### config.mk
export PLATFORM = sky130hd
export DESIGN_NAME = hazard_unit_sb
export DESIGN_NICKNAME = d
export VERILOG_FILES = /design/src/rtl/hazard_unit_sb.sv
export SDC_FILE = /design/constraint.sdc
export NUM_CORES = 1
export LEC_CHECK = 0
export CELL_PAD_IN_SITES_DETAIL_PLACEMENT = 1
export CELL_PAD_IN_SITES_GLOBAL_PLACEMENT = 2
export CORE_MARGIN = 2
export CORE_UTILIZATION = 24
export CTS_BUF_LIST = sky130_fd_sc_hd__clkbuf_16
export DETAILED_ROUTE_END_ITERATION = 10
export MAX_ROUTING_LAYER = met4
export PLACE_DENSITY_LB_ADDON = 0.1
export SLEW_MARGIN = 20
export SYNTH_ARGS = -nofsm -noshare
export SYNTH_HDL_FRONTEND = slang
export SYNTH_SLANG_ARGS = --single-unit
### constraint.sdc
create_clock -name clk -period 3.3 [get_ports clk]
set_clock_uncertainty 0.2 [all_clocks]
set_input_delay 0.33 -clock clk [delete_from_list [all_inputs] [get_ports clk]]
set_output_delay 0.33 -clock clk [all_outputs]
set_load 0.05 [all_outputs]
### src/rtl/hazard_unit_sb.sv
// Hazard unit for the 5-stage MIPS pipeline: forwarding, load/branch/RAW stalls,
// a one-entry scoreboard for the multi-cycle multiply/divide unit, and a stall counter.
//
// state  | meaning
// S_IDLE | multiply/divide unit free
// S_BUSY | operation in flight; cnt_q counts down to the result-write cycle
module hazard_unit_sb #(
   parameter int REGBITS = 5,
   parameter int MD_LAT  = 4,
   parameter int FWD_EN  = 1,
   parameter int CNTW    = 16
) (
   input  logic               clk,
   input  logic               reset,
   input  logic               BranchD,
   input  logic               JumpD,
   input  logic [REGBITS-1:0] RsD,
   input  logic [REGBITS-1:0] RtD,
   input  logic               UsesRsD,
   input  logic               UsesRtD,
   input  logic [REGBITS-1:0] WriteRegD,
   input  logic               RegWriteD,
   input  logic               MDStartD,
   input  logic [REGBITS-1:0] RsE,
   input  logic [REGBITS-1:0] RtE,
   input  logic [REGBITS-1:0] WriteRegE,
   input  logic               RegWriteE,
   input  logic               MemtoRegE,
   input  logic               MDIssueE,
   input  logic [REGBITS-1:0] WriteRegM,
   input  logic               RegWriteM,
   input  logic               MemtoRegM,
   input  logic [REGBITS-1:0] WriteRegW,
   input  logic               RegWriteW,
   input  logic               ClrCount,
   output logic               StallF,
   output logic               StallD,
   output logic               FlushE,
   output logic               ForwardAD,
   output logic               ForwardBD,
   output logic [1:0]         ForwardAE,
   output logic [1:0]         ForwardBE,
   output logic               MDBusy,
   output logic               MDDone,
   output logic [REGBITS-1:0] MDWriteReg,
   output logic [CNTW-1:0]    StallCount
);

   localparam int CW = (MD_LAT > 1) ? $clog2(MD_LAT) : 1;
   localparam logic [CW-1:0] CNT_LOAD = CW'(MD_LAT - 1);
   localparam bit FWD = (FWD_EN != 0);

   typedef enum logic {S_IDLE, S_BUSY} md_state_e;

   md_state_e          state_q, state_d;
   logic [CW-1:0]      cnt_q, cnt_d;
   logic [REGBITS-1:0] md_reg_q, md_reg_d;
   logic [CNTW-1:0]    stall_cnt_q, stall_cnt_d;

   logic md_pending;
   logic lwstall, branchstall, rawstall, mdstall, stall;
   logic unused_jump;

   // Jumps resolve in D without reading registers, so they never stall.
   assign unused_jump = JumpD;

   function automatic logic match(input logic [REGBITS-1:0] x, input logic [REGBITS-1:0] y);
      return (x != '0) && (x == y);
   endfunction

   function automatic logic src_hit(input logic [REGBITS-1:0] rs, input logic urs,
                                    input logic [REGBITS-1:0] rt, input logic urt,
                                    input logic [REGBITS-1:0] r);
      return (urs && match(rs, r)) || (urt && match(rt, r));
   endfunction

   function automatic logic [1:0] fwd_sel(input logic [REGBITS-1:0] src,
                                          input logic [REGBITS-1:0] wm, input logic rwm,
                                          input logic [REGBITS-1:0] ww, input logic rww);
      if (rwm && match(src, wm))      return 2'b10;
      else if (rww && match(src, ww)) return 2'b01;
      else                            return 2'b00;
   endfunction

   always_comb begin
      state_d  = state_q;
      cnt_d    = cnt_q;
      md_reg_d = md_reg_q;
      case (state_q)
         S_IDLE: begin
            if (MDIssueE) begin
               state_d  = S_BUSY;
               cnt_d    = CNT_LOAD;
               md_reg_d = WriteRegE;
            end
         end
         S_BUSY: begin
            // An issue while the count is still running is ignored.
            if (cnt_q != '0) begin
               cnt_d = cnt_q - 1'b1;
            end else if (MDIssueE) begin
               cnt_d    = CNT_LOAD;
               md_reg_d = WriteRegE;
            end else begin
               state_d = S_IDLE;
            end
         end
         default: state_d = S_IDLE;
      endcase
   end

   always_ff @(posedge clk) begin
      if (reset) begin
         state_q  <= S_IDLE;
         cnt_q    <= '0;
         md_reg_q <= '0;
      end else begin
         state_q  <= state_d;
         cnt_q    <= cnt_d;
         md_reg_q <= md_reg_d;
      end
   end

   assign MDBusy     = (state_q == S_BUSY);
   assign md_pending = MDBusy && (cnt_q != '0);
   assign MDDone     = MDBusy && (cnt_q == '0) && !reset;
   assign MDWriteReg = md_reg_q;

   always_comb begin
      lwstall     = MemtoRegE && src_hit(RsD, UsesRsD, RtD, UsesRtD, RtE);
      branchstall = BranchD &&
                    ((RegWriteE && src_hit(RsD, UsesRsD, RtD, UsesRtD, WriteRegE)) ||
                     (MemtoRegM && src_hit(RsD, UsesRsD, RtD, UsesRtD, WriteRegM)));
      rawstall    = !FWD &&
                    ((RegWriteE && src_hit(RsD, UsesRsD, RtD, UsesRtD, WriteRegE)) ||
                     (RegWriteM && src_hit(RsD, UsesRsD, RtD, UsesRtD, WriteRegM)));
      // Result is written through during MDDone, so readers release in that cycle.
      mdstall     = (md_pending &&
                     (src_hit(RsD, UsesRsD, RtD, UsesRtD, md_reg_q) ||
                      (RegWriteD && match(WriteRegD, md_reg_q)))) ||
                    (MDIssueE &&
                     (src_hit(RsD, UsesRsD, RtD, UsesRtD, WriteRegE) ||
                      match(WriteRegD, WriteRegE))) ||
                    (MDStartD && (md_pending || MDIssueE));
      stall       = !reset && (lwstall || branchstall || rawstall || mdstall);
   end

   assign StallF = stall;
   assign StallD = stall;
   assign FlushE = stall || reset;

   always_comb begin
      ForwardAE = 2'b00;
      ForwardBE = 2'b00;
      ForwardAD = 1'b0;
      ForwardBD = 1'b0;
      if (FWD && !reset) begin
         ForwardAE = fwd_sel(RsE, WriteRegM, RegWriteM, WriteRegW, RegWriteW);
         ForwardBE = fwd_sel(RtE, WriteRegM, RegWriteM, WriteRegW, RegWriteW);
         ForwardAD = RegWriteM && match(RsD, WriteRegM);
         ForwardBD = RegWriteM && match(RtD, WriteRegM);
      end
   end

   always_comb begin
      stall_cnt_d = stall_cnt_q;
      if (ClrCount)
         stall_cnt_d = '0;
      else if (stall && (stall_cnt_q != '1))
         stall_cnt_d = stall_cnt_q + 1'b1;
   end

   always_ff @(posedge clk) begin
      if (reset) stall_cnt_q <= '0;
      else       stall_cnt_q <= stall_cnt_d;
   end

   assign StallCount = stall_cnt_q;

endmodule

==> results of run 1 <==
[worst max-delay path by stage]
stage                             endpoint  slack [ps]  cells past startpoint
3_5_place_dp                        FlushE         -30                      9
3_3_place_gp   StallCount[12]$_SDFFE_PP0P_          -5                      9
4_1_cts                             FlushE          20                      9
2_1_floorplan                 ForwardBE[0]          40                      5
5_1_grt                             FlushE           3                      9
6_report                            FlushE         110                      9
[state kept, by name, indices dropped and copies added (netlist names)]
name and cells:
StallCount 16, MDWriteReg 5, cnt_q 2, MDBusy 1
[synthesized netlist by cell type, drive strengths merged]
cell / n
and3: 1
buf: 8
mux2i: 1
o31a: 4
nor4b: 3
nor3: 5
ha: 1
nand2: 20
clkbuf: 17
nand2b: 2
dfxtp: 24
o41ai: 1
nand4: 7
xor2: 31
o31ai: 4
a21oi: 17
or2: 3
nor2b: 2
o21ai: 12
o211a: 1
or4: 12
nor4: 13
o311ai: 1
mux2: 1
nand3: 18
or3: 13
xnor2: 38
o21a: 3
nor2: 14
o211ai: 3
or4b: 1
a31oi: 1
a211oi: 3
[cell type report]
| class | instances | area, µm² |
|---|---|---|
| multi-input combinational | 236 | 1650 |
| fill | 1111 | 5740 |
| clock buffer | 3 | 75.1 |
| sequential | 24 | 480 |
| timing repair buffer | 117 | 1110 |
| tap | 111 | 139 |
[power groups by stage]
stage / logic, mW / clock network, mW / registers (mW)
final: 0.341 / 0.263 / 0.311
after global routing: 0.371 / 0.289 / 0.312
after CTS: 0.346 / 0.274 / 0.311
after detailed placement: 0.343 / 0 / 0.317
after global placement: 0.340 / 0 / 0.317
after floorplan: 0.170 / 0 / 0.332
[per-layer routing]
layer	track usage [%]	up-vias	share of wire, %
met5	-	-	0
met4	2.08	0	0.77
met3	2.36	6	3.4
met2	26.0	59	47
met1	22.3	1147	49
li1	-	1213	-
[logic make-up (layout without fill, tap and decap cells)]
| group | after synthesis | after routing | synth area share [%] |
|---|---|---|---|
| fa+ha+maj | 1 | 1 | 0.554 |
| mux | 2 | 2 | 0.942 |
| compound gates | 50 | 50 | 16.0 |
| xor+xnor | 69 | 69 | 26.8 |
| buf+inv | 25 | 120 | 5.82 |
| simple gates | 114 | 114 | 28.7 |
| flops | 24 | 24 | 21.3 |
[through the flow]
| stage | TNS (ps) | util, % | std cells | setup WS [ps] |
|---|---|---|---|---|
| after floorplan | 0 | - | 285 | 38.9 |
| after global placement | -5.45 | 36.7 | 488 | -5.45 |
| after detailed placement | -44.3 | 36.7 | 488 | -25.5 |
| after CTS | 0 | 37.5 | 491 | 21.2 |
| after global routing | 0 | 37.6 | 491 | 2.56 |
| final | 0 | 37.6 | 491 | 105 |
[worst max-delay path, delay by kind of cell]
family          cells  cell delay [ps]
buf+inv             3              860
simple gates        4             1000
compound gates      2              470
==> metrics.txt, run 1 <==
fin nets=438; most common cell after layout, fill and taps aside=clkdlybuf4s50_1; R2R setup slack=650 ps; routed wire length per instance=16.1 µm; overall routing resource usage=16.2%; clk sink count=24; io pins=87; post-route cell area=3460 µm²; Slowest-stage cell, CP=or4_4; Starting Density=24.6%; Synth Warn #=0; largest net degree at the start of global routing=21; antenna violations before repair=0; post-synthesis sequential area ratio=21.3%; DRT Wirelength=7900 µm; Arrival @ worst endpoint=2660 ps; Port Buffers=85; top cell type's share of synthesized area=21.3%; outcome=finished clean; power after layout=915 µW; R2R cell count=8; element type at the critical path start=input pin; Slew @ Worst Pin=644 ps; Switching Share=31.4%; LEAKAGE=1.19 nW; most frequent cells in the layout=73 x clkdlybuf4s50_1, 38 x xnor2_1, 37 x buf_4; hold path depth=2; area of the core=9200 µm²; clock share of power=28.7%; global-route wire length before repair=12900 µm; TritonCTS Buffers=3; fin crit share=96.8%; f_max=313 MHz; clock tree buffer depth=2; Critical Path RT=2770 ps; CP Max Fanout=6; die span in y=101 µm; hold_buf cts=0; Setup-failing EPs final=0; post-CTS setup buffers=0; initial DRC count=57; area grow syn2layout=53.2%; crit end category=output pin; vias in the first global route=2486; vias per std cell=4.94; Die Span X=101 µm; cell accounting for the most synthesized area=dfxtp_1; VDD IR max=0.180 mV; DRC=0; synthesized area per cell=7.92 µm²; top post-synthesis cells by area=dfxtp_1 21%, xnor2_1 15%, xor2_1 12%, nand3_1 4.0%, or3_1 3.6%; Crit. Startpoint=RsD[2]; internal cell power=627 µW; number of diodes=0; #FFs+latches synth=24; reg2reg end=StallCount[12]$_SDFFE_PP0P_; launch point of the worst reg-to-reg path=MDWriteReg[3]$_SDFFE_PP0P_; CTS tree=built; Psw=287 µW; Fin. Hold Viols=0; Post-Synthesis Net Count=341; Root Buffer=clkbuf_16; Max H-tree Level=1; post_cts resized=2; Post-Synthesis Cell Area=2260 µm²; Hold Path Origin=StallCount[6]$_SDFFE_PP0P_; WHS Endpoint=StallCount[6]$_SDFFE_PP0P_; Die ar.=10200 µm²; clk slew on worst S/H paths=60 ps; antenna-violating nets left=0; Overflow after GRT=0; layout cells sized above 1=17.6%; detailed placement HPWL=6520 µm; Gate Count Post-Synth=285; WHS=298 ps; share of total power in sequential cells=34.0%; Critical Path, Cell by Cell=clkdlybuf4s50_1 -> or4_4 -> o21ai_2 -> nor4_1 -> o31a_1 -> nor4_4 -> buf_6 -> nand2b_1 -> buf_4; row cnt=35; count of cell types in the netlist=41; DR pass1 iterations=4; Worst Hold Class=flop to flop; total of max-cap violations=0; worst skew pair latency=260 ps; Power Density=264 nW/µm²; final slew viol count=0; Placed Area=3370 µm²; Crit Path Category=input pin to output pin; RSZ-0062 raised after global routing=false; post-route minimum period=3190 ps; gpl congestion=0.831; combinational power share=37.3%; Slew HR=56.6%; vias=2425; Slowest Stage Delay on Critical Path=560 ps
(Power assumes the default switching activity.)
==> run 2: changes to the inputs <==
--- a/config.mk
+++ b/config.mk
@@ -8,11 +8,12 @@
 export CELL_PAD_IN_SITES_DETAIL_PLACEMENT = 1
 export CELL_PAD_IN_SITES_GLOBAL_PLACEMENT = 2
 export CORE_MARGIN = 2
-export CORE_UTILIZATION = 24
-export CTS_BUF_LIST = sky130_fd_sc_hd__clkbuf_16
+export CORE_UTILIZATION = 25
+export CTS_BUF_LIST = sky130_fd_sc_hd__clkbuf_4 sky130_fd_sc_hd__clkbuf_8
 export DETAILED_ROUTE_END_ITERATION = 10
 export MAX_ROUTING_LAYER = met4
 export PLACE_DENSITY_LB_ADDON = 0.1
+export RECOVER_POWER = 100
 export SLEW_MARGIN = 20
 export SYNTH_ARGS = -nofsm -noshare
 export SYNTH_HDL_FRONTEND = slang
==> run 2 against run 1 <==
  * Wire length grew 0.20%
  * Register-to-register slack improved by 50 ps
  * Sequential power about the same
  * Highest routed layer unchanged
  * Die area decreased by 3.8%
  * Total power is 7.2% lower
  * Worst setup slack gained 25 ps
  * Utilization up 0.99 points
  * Clock power is 21% lower
  * Critical endpoint is now StallD
==> metrics.txt, run 2 (synthesis gave the netlist of run 1 again) <==
TritonCTS Buffers=3 (unchanged); filler instances=1046 (-5.9%); Starting Density=25.9% (+1.3 points); VDD IR max=0.178 mV (-0.83%); placed insts=485 (-0.61%); f_max=315 MHz (+0.78%); clock tree buffer depth=2 (unchanged); final slew viol count=0 (unchanged); RSZ-0062 raised after global routing=false; dpl ws=-8.50 ps (+17.0 ps); row cnt=34 (-2.9%); Max H-tree Level=1 (unchanged); Largest register FFs=16 (unchanged); detailed placement HPWL=6430 µm (-1.4%); area grow syn2layout=49.1%; Slew HR=57.0% (+0.43 points); routed wire length per instance=16.2 µm (+0.61%); Setup-failing EPs final=0 (unchanged); overall routing resource usage=16.4% (+0.15 points); clk slew on worst S/H paths=90 ps (+30 ps); Port Buffers=85 (unchanged); DRT Wirelength=7920 µm (+0.20%); fin nets=438 (unchanged); worst setup margin=130 ps (+24.6 ps); post-route minimum period=3170 ps (-24.6 ps); post-CTS setup buffers=0 (unchanged); total of max-cap violations=0 (unchanged); multi-input logic area=1650 µm² (-0.23%); outcome=finished clean; Arrival @ worst endpoint=2640 ps (-20 ps); LEAKAGE=1.22 nW (+2.2%); vias=2415 (-0.41%); initial DRC count=23 (-60%); Die Span X=99.0 µm (-1.9%); Crit Path Category=input pin to output pin; register area=480 µm² (unchanged); number of diodes=0 (unchanged); antenna violations before repair=0 (unchanged); Switching Share=33.6% (+2.2 points); power after layout=849 µW (-7.2%); fin crit share=96.1% (-0.75 points); Overflow after GRT=0 (unchanged); Slew @ Worst Pin=638 ps (-6.40 ps); Psw=286 µW (-0.65%); antenna-violating nets left=0 (unchanged); global-route wire length before repair=12700 µm (-1.3%); DRC=0 (unchanged); CP Max Fanout=10 (+4); die span in y=99.0 µm (-1.9%); worst skew pair latency=270 ps (about the same); vias per std cell=4.94 (about the same); non-filler instance count after layout=489 (-0.41%); Die ar.=9810 µm² (-3.8%); most common cell after layout, fill and taps aside=clkdlybuf4s50_1; crit end category=output pin; combinational power share=38.8% (+1.5 points); Power Density=252 nW/µm² (-4.6%); Fin. Hold Viols=0 (unchanged); Worst Hold Class=flop to flop; clk sink count=24 (unchanged); Critical Path RT=2770 ps (about the same); share of total power in sequential cells=36.6% (+2.6 points); gpl congestion=0.800 (-3.8%); Final Core Density=38.6% (+0.99 points); clock share of power=24.6% (-4.1 points); vias in the first global route=2476 (-0.40%); area of the core=8720 µm² (-5.2%); largest net degree at the start of global routing=21 (unchanged); internal cell power=564 µW (-10%); Root Buffer=clkbuf_8; DR pass1 iterations=3 (-1); layout cells sized above 1=15.7% (-1.9 points); CTS tree=built; most frequent cells in the layout=50 x clkdlybuf4s50_1, 38 x xnor2_1, 32 x buf_4; element type at the critical path start=input pin; io pins=87 (unchanged)
run 2: changes by cell type in the layout (fill, tap and decap cells not counted), moves of 3 or more:
cell / change
buf_12: -3
clkdlybuf4s50_1: -23
clkbuf_16: -3
clkbuf_8: +4
dlygate4sd3_1: +24
clkbuf_1: +7
buf_4: -5
run 2: stage by stage:
step | instance area, µm² | setup TNS, ps | hold slack (ps)
6_report | 3370 | 0 | 302
2_1_floorplan | 2260 | 0 | 278
4_1_cts | 3410 | 0 | 307
5_1_grt | 3370 | 0 | 337
3_5_place_dp | 3360 | -8.50 | 287
3_3_place_gp | 3360 | 0 | 283
run 2: path summary, 6_finish.rpt:
check | startpoint | end | slack [ps] | cells past startpoint
worst max-delay path | RtD[2] | StallD | 130 | 9
worst max register to register | StallCount[0]$_SDFFE_PP0P_ | StallCount[13]$_SDFFE_PP0P_ | 700 | 8
worst min register to register | StallCount[6]$_SDFFE_PP0P_ | StallCount[6]$_SDFFE_PP0P_ | 300 | 2
worst min-delay path | StallCount[6]$_SDFFE_PP0P_ | StallCount[6]$_SDFFE_PP0P_ | 300 | 2
run 2: area by class of cell:
type | instances | area share (%)
clock buffer | 4 | 1.63
multi-input combinational | 236 | 49.0
sequential | 24 | 14.3
tap | 108 | 4.01
timing repair buffer | 117 | 31.1
run 2: what timing repair did:
item / 4_1_cts / 5_1_grt
hold endpoints to repair: 0 / 0
gates resized for setup: 0 / 4
hold buffers: 0 / 0
endpoints found under the setup margin: 0 / 3
run 2: worst max-delay path, cell delays in order:
cell             delay (ps)
clkdlybuf4s50_1         500
or4_4                   560
o21ai_2                 150
nor4_1                   80
o31a_1                  310
nor4_4                  290
buf_6                   170
nor2_2                   60
buf_4                   190
run 2: routing by layer:
layer  vias up  routed length (µm)  track usage [%]
li1       1220                   -                -
met2        52                3740             27.3
met4         0                  13            0.632
met5         -                   0                -
met3         2                 295             2.70
met1      1141                3870             22.1
run 2: power by group through the flow:
stage	sequential [mW]	clock [mW]	combinational, mW
floorplan	0.332	0	0.170
global placement	0.319	0	0.335
detailed placement	0.319	0	0.338
CTS	0.312	0.219	0.340
global route	0.313	0.228	0.361
finish	0.311	0.209	0.330
